==> config.mk <==
export PLATFORM = sky130hd
export DESIGN_NAME = ctrl_pipe_flat
export DESIGN_NICKNAME = d
export VERILOG_FILES = /design/src/rtl/ctrl_pipe_if.sv /design/src/rtl/ctrl_pipe.sv /design/src/flat_wrapper.sv
export SDC_FILE = /design/constraint.sdc
export NUM_CORES = 1
export LEC_CHECK = 0
export CORE_ASPECT_RATIO = 0.7
export CORE_MARGIN = 5
export CORE_UTILIZATION = 51
export CTS_CLUSTER_DIAMETER = 40
export DETAILED_ROUTE_END_ITERATION = 10
export PLACE_DENSITY = 0.82
export SYNTH_ARGS = -nofsm -noshare
export SYNTH_HDL_FRONTEND = slang
export SYNTH_SLANG_ARGS = --single-unit
==> constraint.sdc <==
create_clock -name clk_i -period 2.85 [get_ports clk_i]
set_clock_uncertainty 0.05 [all_clocks]
set_input_delay 0.285 -clock clk_i [delete_from_list [all_inputs] [get_ports clk_i]]
set_output_delay 0.285 -clock clk_i [all_outputs]
set_load 0.05 [all_outputs]
==> src/rtl/ctrl_pipe_if.sv <==
// Control-bundle bus between the ID stage and the ctrl_pipe stage registers.
// The slave side is the pipe itself; the master side is the ID/hazard logic.
interface ctrl_pipe_if #(
  parameter int REG_W = 5,
  parameter int CNT_W = 16
);
  logic [1:0]       WB_i;
  logic [1:0]       M_i;
  logic [3:0]       EX_i;
  logic             valid_i;
  logic [REG_W-1:0] rt_i;
  logic [REG_W-1:0] rd_i;
  logic             mem_stall_i;
  logic             ex_flush_i;

  logic             ex_ALUSrc_o;
  logic [1:0]       ex_ALUOp_o;
  logic             ex_RegDst_o;
  logic             ex_MemRead_o;
  logic [REG_W-1:0] ex_wr_reg_o;
  logic             mem_MemRead_o;
  logic             mem_MemWrite_o;
  logic             mem_RegWrite_o;
  logic [REG_W-1:0] mem_wr_reg_o;
  logic             wb_RegWrite_o;
  logic             wb_MemtoReg_o;
  logic [REG_W-1:0] wb_wr_reg_o;
  logic [CNT_W-1:0] bubble_cnt_o;

  modport slave (
    input  WB_i, M_i, EX_i, valid_i, rt_i, rd_i, mem_stall_i, ex_flush_i,
    output ex_ALUSrc_o, ex_ALUOp_o, ex_RegDst_o, ex_MemRead_o, ex_wr_reg_o,
           mem_MemRead_o, mem_MemWrite_o, mem_RegWrite_o, mem_wr_reg_o,
           wb_RegWrite_o, wb_MemtoReg_o, wb_wr_reg_o, bubble_cnt_o
  );

  modport master (
    output WB_i, M_i, EX_i, valid_i, rt_i, rd_i, mem_stall_i, ex_flush_i,
    input  ex_ALUSrc_o, ex_ALUOp_o, ex_RegDst_o, ex_MemRead_o, ex_wr_reg_o,
           mem_MemRead_o, mem_MemWrite_o, mem_RegWrite_o, mem_wr_reg_o,
           wb_RegWrite_o, wb_MemtoReg_o, wb_wr_reg_o, bubble_cnt_o
  );
endinterface

==> src/rtl/ctrl_pipe.sv <==
// ID/EX -> EX/MEM -> MEM/WB control pipeline with freeze, ID/EX flush,
// $0-qualified RegWrite exports and a saturating bubble counter.
module ctrl_pipe #(
  parameter int REG_W = 5,
  parameter int CNT_W = 16
) (
  input  logic         clk_i,
  input  logic         rst_i,
  ctrl_pipe_if.slave   bus
);

  localparam logic [CNT_W-1:0] CNT_MAX = '1;

  function automatic logic [CNT_W-1:0] sat_inc(input logic [CNT_W-1:0] v);
    return (v == CNT_MAX) ? v : v + CNT_W'(1);
  endfunction

  logic             w_advance;
  logic             w_bubble;
  logic [REG_W-1:0] w_ex_wr_reg_p0;

  logic [1:0]       r_wb_p0;
  logic [1:0]       r_m_p0;
  logic [3:0]       r_ex_p0;
  logic [REG_W-1:0] r_rt_p0;
  logic [REG_W-1:0] r_rd_p0;
  logic             r_vld_p0;

  logic [1:0]       r_wb_p1;
  logic [1:0]       r_m_p1;
  logic [REG_W-1:0] r_wr_reg_p1;
  logic             r_vld_p1;

  logic [1:0]       r_wb_p2;
  logic [REG_W-1:0] r_wr_reg_p2;
  logic             r_vld_p2;

  logic [CNT_W-1:0] r_bubble_cnt;

  assign w_advance = !bus.mem_stall_i;
  assign w_bubble  = bus.ex_flush_i || !bus.valid_i;

  // ID/EX: a flush clears everything; a plain bubble clears only the bundles
  always_ff @(posedge clk_i or negedge rst_i) begin
    if (!rst_i) begin
      r_wb_p0  <= '0;
      r_m_p0   <= '0;
      r_ex_p0  <= '0;
      r_rt_p0  <= '0;
      r_rd_p0  <= '0;
      r_vld_p0 <= 1'b0;
    end else if (w_advance) begin
      if (bus.ex_flush_i) begin
        r_wb_p0  <= '0;
        r_m_p0   <= '0;
        r_ex_p0  <= '0;
        r_rt_p0  <= '0;
        r_rd_p0  <= '0;
        r_vld_p0 <= 1'b0;
      end else begin
        r_wb_p0  <= bus.valid_i ? bus.WB_i : 2'b00;
        r_m_p0   <= bus.valid_i ? bus.M_i  : 2'b00;
        r_ex_p0  <= bus.valid_i ? bus.EX_i : 4'b0000;
        r_rt_p0  <= bus.rt_i;
        r_rd_p0  <= bus.rd_i;
        r_vld_p0 <= bus.valid_i;
      end
    end
  end

  assign w_ex_wr_reg_p0 = r_ex_p0[0] ? r_rd_p0 : r_rt_p0;

  // EX/MEM: destination register resolved here so later stages carry one field
  always_ff @(posedge clk_i or negedge rst_i) begin
    if (!rst_i) begin
      r_wb_p1     <= '0;
      r_m_p1      <= '0;
      r_wr_reg_p1 <= '0;
      r_vld_p1    <= 1'b0;
    end else if (w_advance) begin
      r_wb_p1     <= r_wb_p0;
      r_m_p1      <= r_m_p0;
      r_wr_reg_p1 <= w_ex_wr_reg_p0;
      r_vld_p1    <= r_vld_p0;
    end
  end

  // MEM/WB
  always_ff @(posedge clk_i or negedge rst_i) begin
    if (!rst_i) begin
      r_wb_p2     <= '0;
      r_wr_reg_p2 <= '0;
      r_vld_p2    <= 1'b0;
    end else if (w_advance) begin
      r_wb_p2     <= r_wb_p1;
      r_wr_reg_p2 <= r_wr_reg_p1;
      r_vld_p2    <= r_vld_p1;
    end
  end

  always_ff @(posedge clk_i or negedge rst_i) begin
    if (!rst_i) begin
      r_bubble_cnt <= '0;
    end else if (w_advance && w_bubble) begin
      r_bubble_cnt <= sat_inc(r_bubble_cnt);
    end
  end

  assign bus.ex_ALUSrc_o    = r_ex_p0[3];
  assign bus.ex_ALUOp_o     = r_ex_p0[2:1];
  assign bus.ex_RegDst_o    = r_ex_p0[0];
  assign bus.ex_MemRead_o   = r_m_p0[1];
  assign bus.ex_wr_reg_o    = w_ex_wr_reg_p0;

  // Writes to $0 are masked at the output so hazard/forwarding never match on $0
  assign bus.mem_MemRead_o  = r_m_p1[1];
  assign bus.mem_MemWrite_o = r_m_p1[0];
  assign bus.mem_RegWrite_o = r_vld_p1 && r_wb_p1[1] && (r_wr_reg_p1 != '0);
  assign bus.mem_wr_reg_o   = r_wr_reg_p1;

  assign bus.wb_RegWrite_o  = r_vld_p2 && r_wb_p2[1] && (r_wr_reg_p2 != '0);
  assign bus.wb_MemtoReg_o  = r_wb_p2[0];
  assign bus.wb_wr_reg_o    = r_wr_reg_p2;

  assign bus.bubble_cnt_o   = r_bubble_cnt;

endmodule
==> src/flat_wrapper.sv <==
// flat-port wrapper written by rule: the top's interface ports become plain ports
module ctrl_pipe_flat 
#(
  parameter int REG_W = 5,
  parameter int CNT_W = 16
)
  (clk_i, rst_i, bus_WB_i, bus_M_i, bus_EX_i, bus_valid_i, bus_rt_i, bus_rd_i, bus_mem_stall_i, bus_ex_flush_i, bus_ex_ALUSrc_o, bus_ex_ALUOp_o, bus_ex_RegDst_o, bus_ex_MemRead_o, bus_ex_wr_reg_o, bus_mem_MemRead_o, bus_mem_MemWrite_o, bus_mem_RegWrite_o, bus_mem_wr_reg_o, bus_wb_RegWrite_o, bus_wb_MemtoReg_o, bus_wb_wr_reg_o, bus_bubble_cnt_o);
  ctrl_pipe_if #(.REG_W(REG_W), .CNT_W(CNT_W)) bus_i ();
  input  logic clk_i;
  input  logic rst_i;
  input wire logic [$bits(bus_i.WB_i)-1:0] bus_WB_i;
  input wire logic [$bits(bus_i.M_i)-1:0] bus_M_i;
  input wire logic [$bits(bus_i.EX_i)-1:0] bus_EX_i;
  input wire logic [$bits(bus_i.valid_i)-1:0] bus_valid_i;
  input wire logic [$bits(bus_i.rt_i)-1:0] bus_rt_i;
  input wire logic [$bits(bus_i.rd_i)-1:0] bus_rd_i;
  input wire logic [$bits(bus_i.mem_stall_i)-1:0] bus_mem_stall_i;
  input wire logic [$bits(bus_i.ex_flush_i)-1:0] bus_ex_flush_i;
  output wire logic [$bits(bus_i.ex_ALUSrc_o)-1:0] bus_ex_ALUSrc_o;
  output wire logic [$bits(bus_i.ex_ALUOp_o)-1:0] bus_ex_ALUOp_o;
  output wire logic [$bits(bus_i.ex_RegDst_o)-1:0] bus_ex_RegDst_o;
  output wire logic [$bits(bus_i.ex_MemRead_o)-1:0] bus_ex_MemRead_o;
  output wire logic [$bits(bus_i.ex_wr_reg_o)-1:0] bus_ex_wr_reg_o;
  output wire logic [$bits(bus_i.mem_MemRead_o)-1:0] bus_mem_MemRead_o;
  output wire logic [$bits(bus_i.mem_MemWrite_o)-1:0] bus_mem_MemWrite_o;
  output wire logic [$bits(bus_i.mem_RegWrite_o)-1:0] bus_mem_RegWrite_o;
  output wire logic [$bits(bus_i.mem_wr_reg_o)-1:0] bus_mem_wr_reg_o;
  output wire logic [$bits(bus_i.wb_RegWrite_o)-1:0] bus_wb_RegWrite_o;
  output wire logic [$bits(bus_i.wb_MemtoReg_o)-1:0] bus_wb_MemtoReg_o;
  output wire logic [$bits(bus_i.wb_wr_reg_o)-1:0] bus_wb_wr_reg_o;
  output wire logic [$bits(bus_i.bubble_cnt_o)-1:0] bus_bubble_cnt_o;
  assign bus_i.WB_i = bus_WB_i;
  assign bus_i.M_i = bus_M_i;
  assign bus_i.EX_i = bus_EX_i;
  assign bus_i.valid_i = bus_valid_i;
  assign bus_i.rt_i = bus_rt_i;
  assign bus_i.rd_i = bus_rd_i;
  assign bus_i.mem_stall_i = bus_mem_stall_i;
  assign bus_i.ex_flush_i = bus_ex_flush_i;
  assign bus_ex_ALUSrc_o = bus_i.ex_ALUSrc_o;
  assign bus_ex_ALUOp_o = bus_i.ex_ALUOp_o;
  assign bus_ex_RegDst_o = bus_i.ex_RegDst_o;
  assign bus_ex_MemRead_o = bus_i.ex_MemRead_o;
  assign bus_ex_wr_reg_o = bus_i.ex_wr_reg_o;
  assign bus_mem_MemRead_o = bus_i.mem_MemRead_o;
  assign bus_mem_MemWrite_o = bus_i.mem_MemWrite_o;
  assign bus_mem_RegWrite_o = bus_i.mem_RegWrite_o;
  assign bus_mem_wr_reg_o = bus_i.mem_wr_reg_o;
  assign bus_wb_RegWrite_o = bus_i.wb_RegWrite_o;
  assign bus_wb_MemtoReg_o = bus_i.wb_MemtoReg_o;
  assign bus_wb_wr_reg_o = bus_i.wb_wr_reg_o;
  assign bus_bubble_cnt_o = bus_i.bubble_cnt_o;
  ctrl_pipe #(.REG_W(REG_W), .CNT_W(CNT_W)) u_core (.clk_i(clk_i), .rst_i(rst_i), .bus(bus_i));
endmodule
# Word level (Yosys, flattened, before mapping)
# Cells that the tools add are included.
[op_classes]
magnitude_cmp = 0
add_sub_neg = 1
multipliers = 0
n_reduce_logical = 11
bitwise_logic = 1
n_shift = 0
n_mux = 10
div = 0
n_eq_ne = 1
[ops]
columns = ["operator", "count"]
rows = [
  ["adder 16 x 1 -> 16 bit (second input constant)", 1],
  ["equality test 16 bit (second input constant)", 1],
  ["2-to-1 mux 5 bit", 3],
  ["nonzero test 5 bit", 2],
  ["2-to-1 mux 2 bit", 4],
  ["2-to-1 mux 4 bit", 2],
  ["logical AND 1 bit", 5],
  ["zero test 1 bit", 2],
  ["AND reduction 2 bit", 1],
  ["logical OR 1 bit", 1],
  ["2-to-1 mux 1 bit", 1],
  ["NOT 1 bit", 1],
]
[word_totals]
wordCells = 38
ramBits = 0
out_inout_bits = 41
register_bits = 53
latch_bits = 0
mem_count = 0
romBits = 0

# Depth between registers and ports, before layout
# Gate-level depths: netlist of the first run.
[depth]
word_depth = 4
mapped_depth = 6

# Worst setup path before layout of the first run
# Ideal clock, no wire load.
[synth_timing]
path_type = "register -> register"
from = "reg u_core.r_bubble_cnt[4] (netlist: u_core.bus.bubble_cnt_o[4])"
to = "reg u_core.r_bubble_cnt[1] (netlist: u_core.bus.bubble_cnt_o[1])"
stages_incl_launch_ff = 7
synth_period_minus_slack_ns = 2.160
t_arrival_ns = 1.985
slack_ns = 0.690
cell_sequence = "dfrtp_1 -> buf_4 -> nand4_2 -> or4_1 -> buf_6 -> nand2_4 -> mux2_4"
[synth_between]
elab_chain_cells = 3
[synth_lines]
columns = ["item", "line", "rtl"]
rows = [
  ["start: declaration", "ctrl_pipe.sv:38", "logic [CNT_W-1:0] r_bubble_cnt;"],
  ["start signal: assignment", "ctrl_pipe.sv:105", "r_bubble_cnt <= sat_inc(r_bubble_cnt);"],
  ["equality test 16 bit", "ctrl_pipe.sv:15", "return (v == CNT_MAX) ? v : v + CNT_W'(1);"],
  ["NOT 1 bit (no source line)", "--", ""],
  ["AND reduction 2 bit (no source line)", "--", ""],
]
# No other way between the ends.
# A chain may end at the register's enable or synchronous reset.

# Final worst setup path of the first run
[layout_timing]
from = "reg u_core.r_wr_reg_p1[1] (netlist: u_core.bus.mem_wr_reg_o[1])"
to = "out bus_mem_RegWrite_o"
[layout_between]
elab_chain_cells = 2
[layout_lines]
columns = ["item", "line", "rtl"]
rows = [
  ["start: declaration", "ctrl_pipe.sv:31", "logic [REG_W-1:0] r_wr_reg_p1;"],
  ["start signal: assignment", "ctrl_pipe.sv:83", "r_wr_reg_p1 <= w_ex_wr_reg_p0;"],
  ["nonzero test 5 bit", "ctrl_pipe.sv:118", "assign bus.mem_RegWrite_o = r_vld_p1 && r_wb_p1[1] && (r_wr_reg_p1 != '0);"],
  ["logical AND 1 bit", "ctrl_pipe.sv:118", ""],
  ["end: declaration", "flat_wrapper.sv:26", "output wire logic [$bits(bus_i.mem_RegWrite_o)-1:0] bus_mem_RegWrite_o;"],
]
# No other way between the ends.

==> flow_summary.toml, run 1 <==
[routing]
remaining_drc_errors = 0
wl_per_cell_um = 15.7
ant_nets = 0
routed_wl_um = 4790
drt-initial-drc-count = 74
num_vias = 1631
via_per_inst = 5.33
dr.pass1.iters = 4

[power_and_ir_drop]
power_density_nw_per_um2 = 681
internal_power_mw = 1.32
cellLeakagePower_nw = 1.34
power_frac_clock = 0.210
combPwrFrac = 0.334
netSwitchingFraction = 0.371
seqPwrFrac = 0.456
switchingPower_mw = 0.776
irDropWorstVdd_mv = 0.488

[critical_path]
path_class = "flop to output pin"
cp.arrival_ps = 2070
worstPathMaxFanout = 4
required_ps = 2520
worstRegToRegCells = 4
start_kind = "flop"
cp-end-kind = "output pin"

[global_routing]
track_usage = 0.172
grt_pass1_vias = 1652
grt_max_degree = 51
antenna_found_initial = 0
overflow = 0
grt_pass1_wl_um = 8150

[yosys]
synth_area_leaders = "dfrtp_1 (58%), mux2_2 (11%), xnor2_1 (5.0%)"
async_flop_share = 1.00
yosysTopAreaCellShare = 0.577
avgSynthCellArea_um2 = 12.4
syn-num-nets = 209
syn-cell-area_um2 = 2300
ys_warn_count = 0
synth_edf_count = 0
synth_seq_cells = 53
ys_seq_area_frac = 0.577
yosys.area.top_type = "dfrtp_1"
ys.flop_type = "dfrtp_1"
yosysUniqueCellTypes = 36
synthCells = 185

[placed_design]
hpwl_um = 3540
numPortBuffers = 63
place_inst = 297
gp_congestion = 0.755
place_ws_ps = 757

[sta]
fmax_mhz = 417
fin_worst_hold_slack_ps = 297
hold_violations = 0
period_share = 0.842
setup-tns-final_ps = 0
setup_slack_ps = 450
worst_pin_slew_ps = 666
setup_viol = 0
rsz0062_at_grt = "no"
report.final.slew_viol_count = 0
period_minus_slack_ps = 2400
slew_headroom = 0.555

[cells_and_area]
drive_gt1_frac = 0.183
antenna_cells = 0
final-instance-count-excl-fill = 306
fillers = 330
post-route-util = 0.707
nets = 274
area_growth_pct = 33.8

[clock_tree]
cts_resized = 0
cts.sinks = 53
ctsLongestPathBuffers = 2
clk_latency_ps = 300
cts_setup_buffers = 0
cts_buffers = 5
ctsHtreeMaxLevel = 2
cts-root-buf = "clkbuf_8"
clkTransAtPathRegs_ps = 90
cts_tree = "yes"

[status]
status = "completed"

[job]
maxCapViolations = 0

[worst_hold_path]
hold_depth = 4
hold_path.class = "input port to flop"

[die]
ios = 64
coreArea_um2 = 4350
start_util = 0.528
die-area_um2 = 5970
fp.dieH_um = 66.2
die_w_um = 90.3
rows = 20
[kinds of logic after synthesis]
| kind of cell | after synthesis | share of synthesized area |
|---|---|---|
| fa+ha+maj | 1 | 0.00544 |
| xor+xnor | 13 | 0.0495 |
| simple gates | 57 | 0.143 |
| mux | 25 | 0.124 |
| buf+inv | 12 | 0.0261 |
| compound gates | 24 | 0.0756 |
| flops | 53 | 0.577 |
[area by class of cell]
cell class | instances | area (um^2) | share of cell area
Sequential cell | 53 | 1330 | 0.431
Inverter | 1 | 3.75 | 0.00122
Multi-Input combinational cell | 120 | 913 | 0.297
Clock inverter | 2 | 13.8 | 0.00447
Tap cell | 55 | 68.8 | 0.0224
Clock buffer | 6 | 82.6 | 0.0268
Timing Repair Buffer | 69 | 668 | 0.217
[critical path, cell delays in order (launching register included)]
cell and delay (ps):
dfrtp_1 410, or3_1 370, o311a_1 280, clkdlybuf4s50_1 700
[flip-flops by register name, summed over array words and instances (netlist names)]
| name | count |
|---|---|
| u_core.r_vld_p2 | 1 |
| u_core.r_wb_p0 | 2 |
| u_core.r_wb_p1 | 2 |
| u_core.r_wb_p2 | 2 |
| u_core.bus.wb_wr_reg_o | 5 |
| u_core.r_rd_p0 | 5 |
| u_core.r_vld_p0 | 1 |
| u_core.r_m_p0 | 2 |
| u_core.r_m_p1 | 2 |
| u_core.r_rt_p0 | 5 |
| u_core.bus.bubble_cnt_o | 16 |
| u_core.bus.mem_wr_reg_o | 5 |
| u_core.r_vld_p1 | 1 |
| u_core.r_ex_p0 | 4 |
[layout by cell type (no fill, tap or decap), types with 2 or more instances in the layout]
cell,instances
nand4_1,5
o21ai_0,9
buf_2,2
a22o_1,10
xnor2_1,13
nand2_1,13
clkdlybuf4s50_1,61
nor3_1,2
dfrtp_1,53
mux2_2,23
o311a_1,2
nand3_1,9
nand2b_1,8
or3_1,2
nor2_1,7
buf_4,5
clkbuf_8,6
[synthesized netlist by cell type, types with 2 or more instances]
cell type	instances
nor2_1	7
or3_1	2
o311a_1	2
buf_1	2
xnor2_1	13
clkbuf_1	4
nand2_1	13
dfrtp_1	53
nand4_1	5
nor3_1	2
mux2_2	23
a22o_1	10
nand2b_1	8
o21ai_0	9
buf_2	3
nand3_1	9
[what timing repair did]
item                                   in CTS  in global routing
hold buffers                                1                  0
endpoints found under the hold margin      16                  0
setup endpoints to repair                   0                  0
[final timing paths]
path | startpoint | end | slack [ps]
max | u_core.bus.mem_wr_reg_o[1] | bus_mem_RegWrite_o | 450
max reg2reg | u_core.bus.bubble_cnt_o[9] | u_core.bus.bubble_cnt_o[1] | 820
max in group asynchronous | rst_i | u_core.r_wb_p0[0] | 1750
min | bus_mem_stall_i | u_core.bus.bubble_cnt_o[8] | 300
min in group asynchronous | rst_i | u_core.r_rd_p0[4] | 390
min reg2reg | u_core.r_rt_p0[1] | u_core.r_rt_p0[1] | 440
[metrics by stage]
step / power, mW / cell area, um^2
floorplan: 1.41 / 2300
global placement: 1.66 / 2970
detailed placement: 1.67 / 2970
CTS: 2.12 / 3080
global route: 2.20 / 3080
finish: 2.09 / 3080
[power by group through the flow]
| stage | Sequential, mW | Combinational, mW | Clock (mW) |
|---|---|---|---|
| CTS | 0.955 | 0.707 | 0.453 |
| finish | 0.954 | 0.699 | 0.440 |
| global placement | 0.968 | 0.696 | 0 |
| global route | 0.972 | 0.744 | 0.484 |
| detailed placement | 0.970 | 0.702 | 0 |
| floorplan | 1.20 | 0.215 | 0 |
[metal layers]
layer | wire length, um | vias up | global-route usage
met2 | 2140 | 47 | 0.255
met5 | 0 | - | 0
li1 | - | 780 | -
met3 | 195 | 6 | 0.0353
met1 | 2410 | 798 | 0.251
met4 | 51 | 0 | 0.0613
(Power assumes the default switching activity.)
==> inputs of run 2 (changes only) <==
--- a/config.mk
+++ b/config.mk
@@ -7,10 +7,10 @@
 export LEC_CHECK = 0
 export CORE_ASPECT_RATIO = 0.7
 export CORE_MARGIN = 5
-export CORE_UTILIZATION = 51
+export CORE_UTILIZATION = 43
 export CTS_CLUSTER_DIAMETER = 40
 export DETAILED_ROUTE_END_ITERATION = 10
-export PLACE_DENSITY = 0.82
+export PLACE_DENSITY = 0.74
 export SYNTH_ARGS = -nofsm -noshare
 export SYNTH_HDL_FRONTEND = slang
 export SYNTH_SLANG_ARGS = --single-unit
==> constraint.sdc (replaced) <==
create_clock -name clk_i -period 2.2 [get_ports clk_i]
set_clock_uncertainty 0.05 [all_clocks]
set_input_delay 0.22 -clock clk_i [delete_from_list [all_inputs] [get_ports clk_i]]
set_output_delay 0.22 -clock clk_i [all_outputs]
set_load 0.05 [all_outputs]
==> run 2 against run 1 <==
Cell area increased by 1.9%. Wire length rose by 3.1%. Critical path depth fell by 2. Non-clock buffer count rose by 3. Die area is 16% higher. Worst setup slack lost 230 ps. First-iteration DRC count fell by 36%. Global-route usage fell by 2.2 points. Sequential share of layout area down 0.79 points. Hold slack got worse by 27 ps. Critical endpoint is now bus_ex_RegDst_o. Largest cell class unchanged. Highest routed layer unchanged.
==> flow_summary.toml, run 2 (synthesis gave the netlist of run 1 again) <==
[placed_design]
place_inst = 317
gp_congestion = 0.872
hpwl_um = 3620
numPortBuffers = 63
dpl_cell_area_um2 = 3020

[sta]
hold_violations = 0
slew_headroom = 0.622
fmax_mhz = 506
worst_pin_slew_ps = 567
setup-tns-final_ps = 0
period_minus_slack_ps = 1980
report.final.slew_viol_count = 0
setup_viol = 0
rsz0062_at_grt = "no"
period_share = 0.898

[power_and_ir_drop]
cellLeakagePower_nw = 1.40
p_total_mw = 2.74
irDropWorstVdd_mv = 0.897
power_density_nw_per_um2 = 875

[die]
rows = 22
start_util = 0.442
die_w_um = 97.4
die-area_um2 = 6930
coreArea_um2 = 5200
fp.dieH_um = 71.2
ios = 64

[global_routing]
grt_pass1_wl_um = 8310
grt_max_degree = 43
track_usage = 0.150
overflow = 0
antenna_found_initial = 0
grt_pass1_vias = 1621

[cells_and_area]
nets = 277
drive_gt1_frac = 0.201
final_common_cell = "clkdlybuf4s50_1"
seq_area_um2 = 1330
fillers = 436
final-instance-count-excl-fill = 326
antenna_cells = 0
mostFrequentLayoutCells = "clkdlybuf4s50_1 (54), dfrtp_1 (53), mux2_2 (23)"
area_growth_pct = 36.3
largest_register_ffs = 16
final_area_um2 = 3130
multi_input_area_um2 = 913

[clock_tree]
cts.sinks = 53
cts_tree = "yes"
cts_setup_buffers = 0
clk_latency_ps = 300
ctsLongestPathBuffers = 2
cts-root-buf = "clkbuf_8"
ctsHtreeMaxLevel = 2
clkTransAtPathRegs_ps = 90
cts_buffers = 5

[routing]
via_per_inst = 4.90
remaining_drc_errors = 0
ant_nets = 0
wl_per_cell_um = 15.2
dr.pass1.iters = 4
num_vias = 1599
drt-initial-drc-count = 47
routed_wl_um = 4950

[critical_path]
crit_path_cell_trace = "clkdlybuf4s50_1"
cpMaxStageDelayCell = "clkdlybuf4s50_1"
required_ps = 1930
critPathBufInv = 1
worstPathMaxFanout = 7
max_stage_delay_ps = 870
path_class = "flop to output pin"
cp-end-kind = "output pin"
crit_family = "buffers and inverters"
start_kind = "flop"
cp.arrival_ps = 1710

[job]
maxCapViolations = 0

[status]
status = "completed"

[worst_hold_path]
hold_path.class = "input port to asynchronous set/reset pin"
run 2: cell types whose count changed in the layout (fill, tap and decap cells not counted), sizes merged:
| cell | before | now |
|---|---|---|
| clkdlybuf4s50 | 61 | 54 |
| buf | 7 | 12 |
| dlygate4sd2 | 0 | 3 |
| dlymetal6s2s | 0 | 2 |
| clkbuf | 6 | 7 |
| clkinv | 2 | 1 |
run 2: routing by layer:
metal  track usage  routed length [um]  up-vias
li1              -                   -      791
met3        0.0453                 242        5
met2         0.213                2100       37
met1         0.220                2540      766
met4        0.0476                  58        0
met5             0                   0        -
run 2: worst paths after layout:
check	start	end	slack [ps]	depth (start not counted)
worst max register to register	u_core.bus.bubble_cnt_o[4]	u_core.bus.bubble_cnt_o[1]	250	4
worst max-delay path	u_core.r_ex_p0[0]	bus_ex_RegDst_o	220	1
max in group asynchronous	rst_i	u_core.r_rd_p0[2]	1320	3
min in group clk_i	bus_mem_stall_i	u_core.r_vld_p0	420	2
worst min register to register	u_core.r_rt_p0[3]	u_core.r_rt_p0[3]	430	2
worst min-delay path	rst_i	u_core.r_wb_p2[0]	270	2
run 2: power breakdown:
| part | internal [mW] | leakage, nW | switching, mW |
|---|---|---|---|
| logic | 0.351 | 0.648 | 0.552 |
| clock network | 0.285 | 0.0542 | 0.310 |
| registers | 1.10 | 0.700 | 0.146 |
run 2: through the flow:
step                      utilization  hold slack [ps]  setup slack (ps)
after global placement          0.581             72.1               327
after CTS                       0.601              284          0.000888
after floorplan                     -             -126              39.6
after global routing            0.602              299               136
final                           0.602              270               224
after detailed placement        0.581             69.8               293
run 2: layout make-up:
cell class / instances / area share
Clock buffer: 7 / 0.0307
Clock inverter: 1 / 0.00160
Inverter: 1 / 0.00120
Multi-Input combinational cell: 120 / 0.291
Sequential cell: 53 / 0.423
Tap cell: 72 / 0.0287
Timing Repair Buffer: 72 / 0.223
run 2: what timing repair did:
action                                  4_1_cts  5_1_grt
hold buffers                                  1        0
hold endpoints to repair                     11        0
gates resized for setup                       3        2
endpoints found under the setup margin        3        2
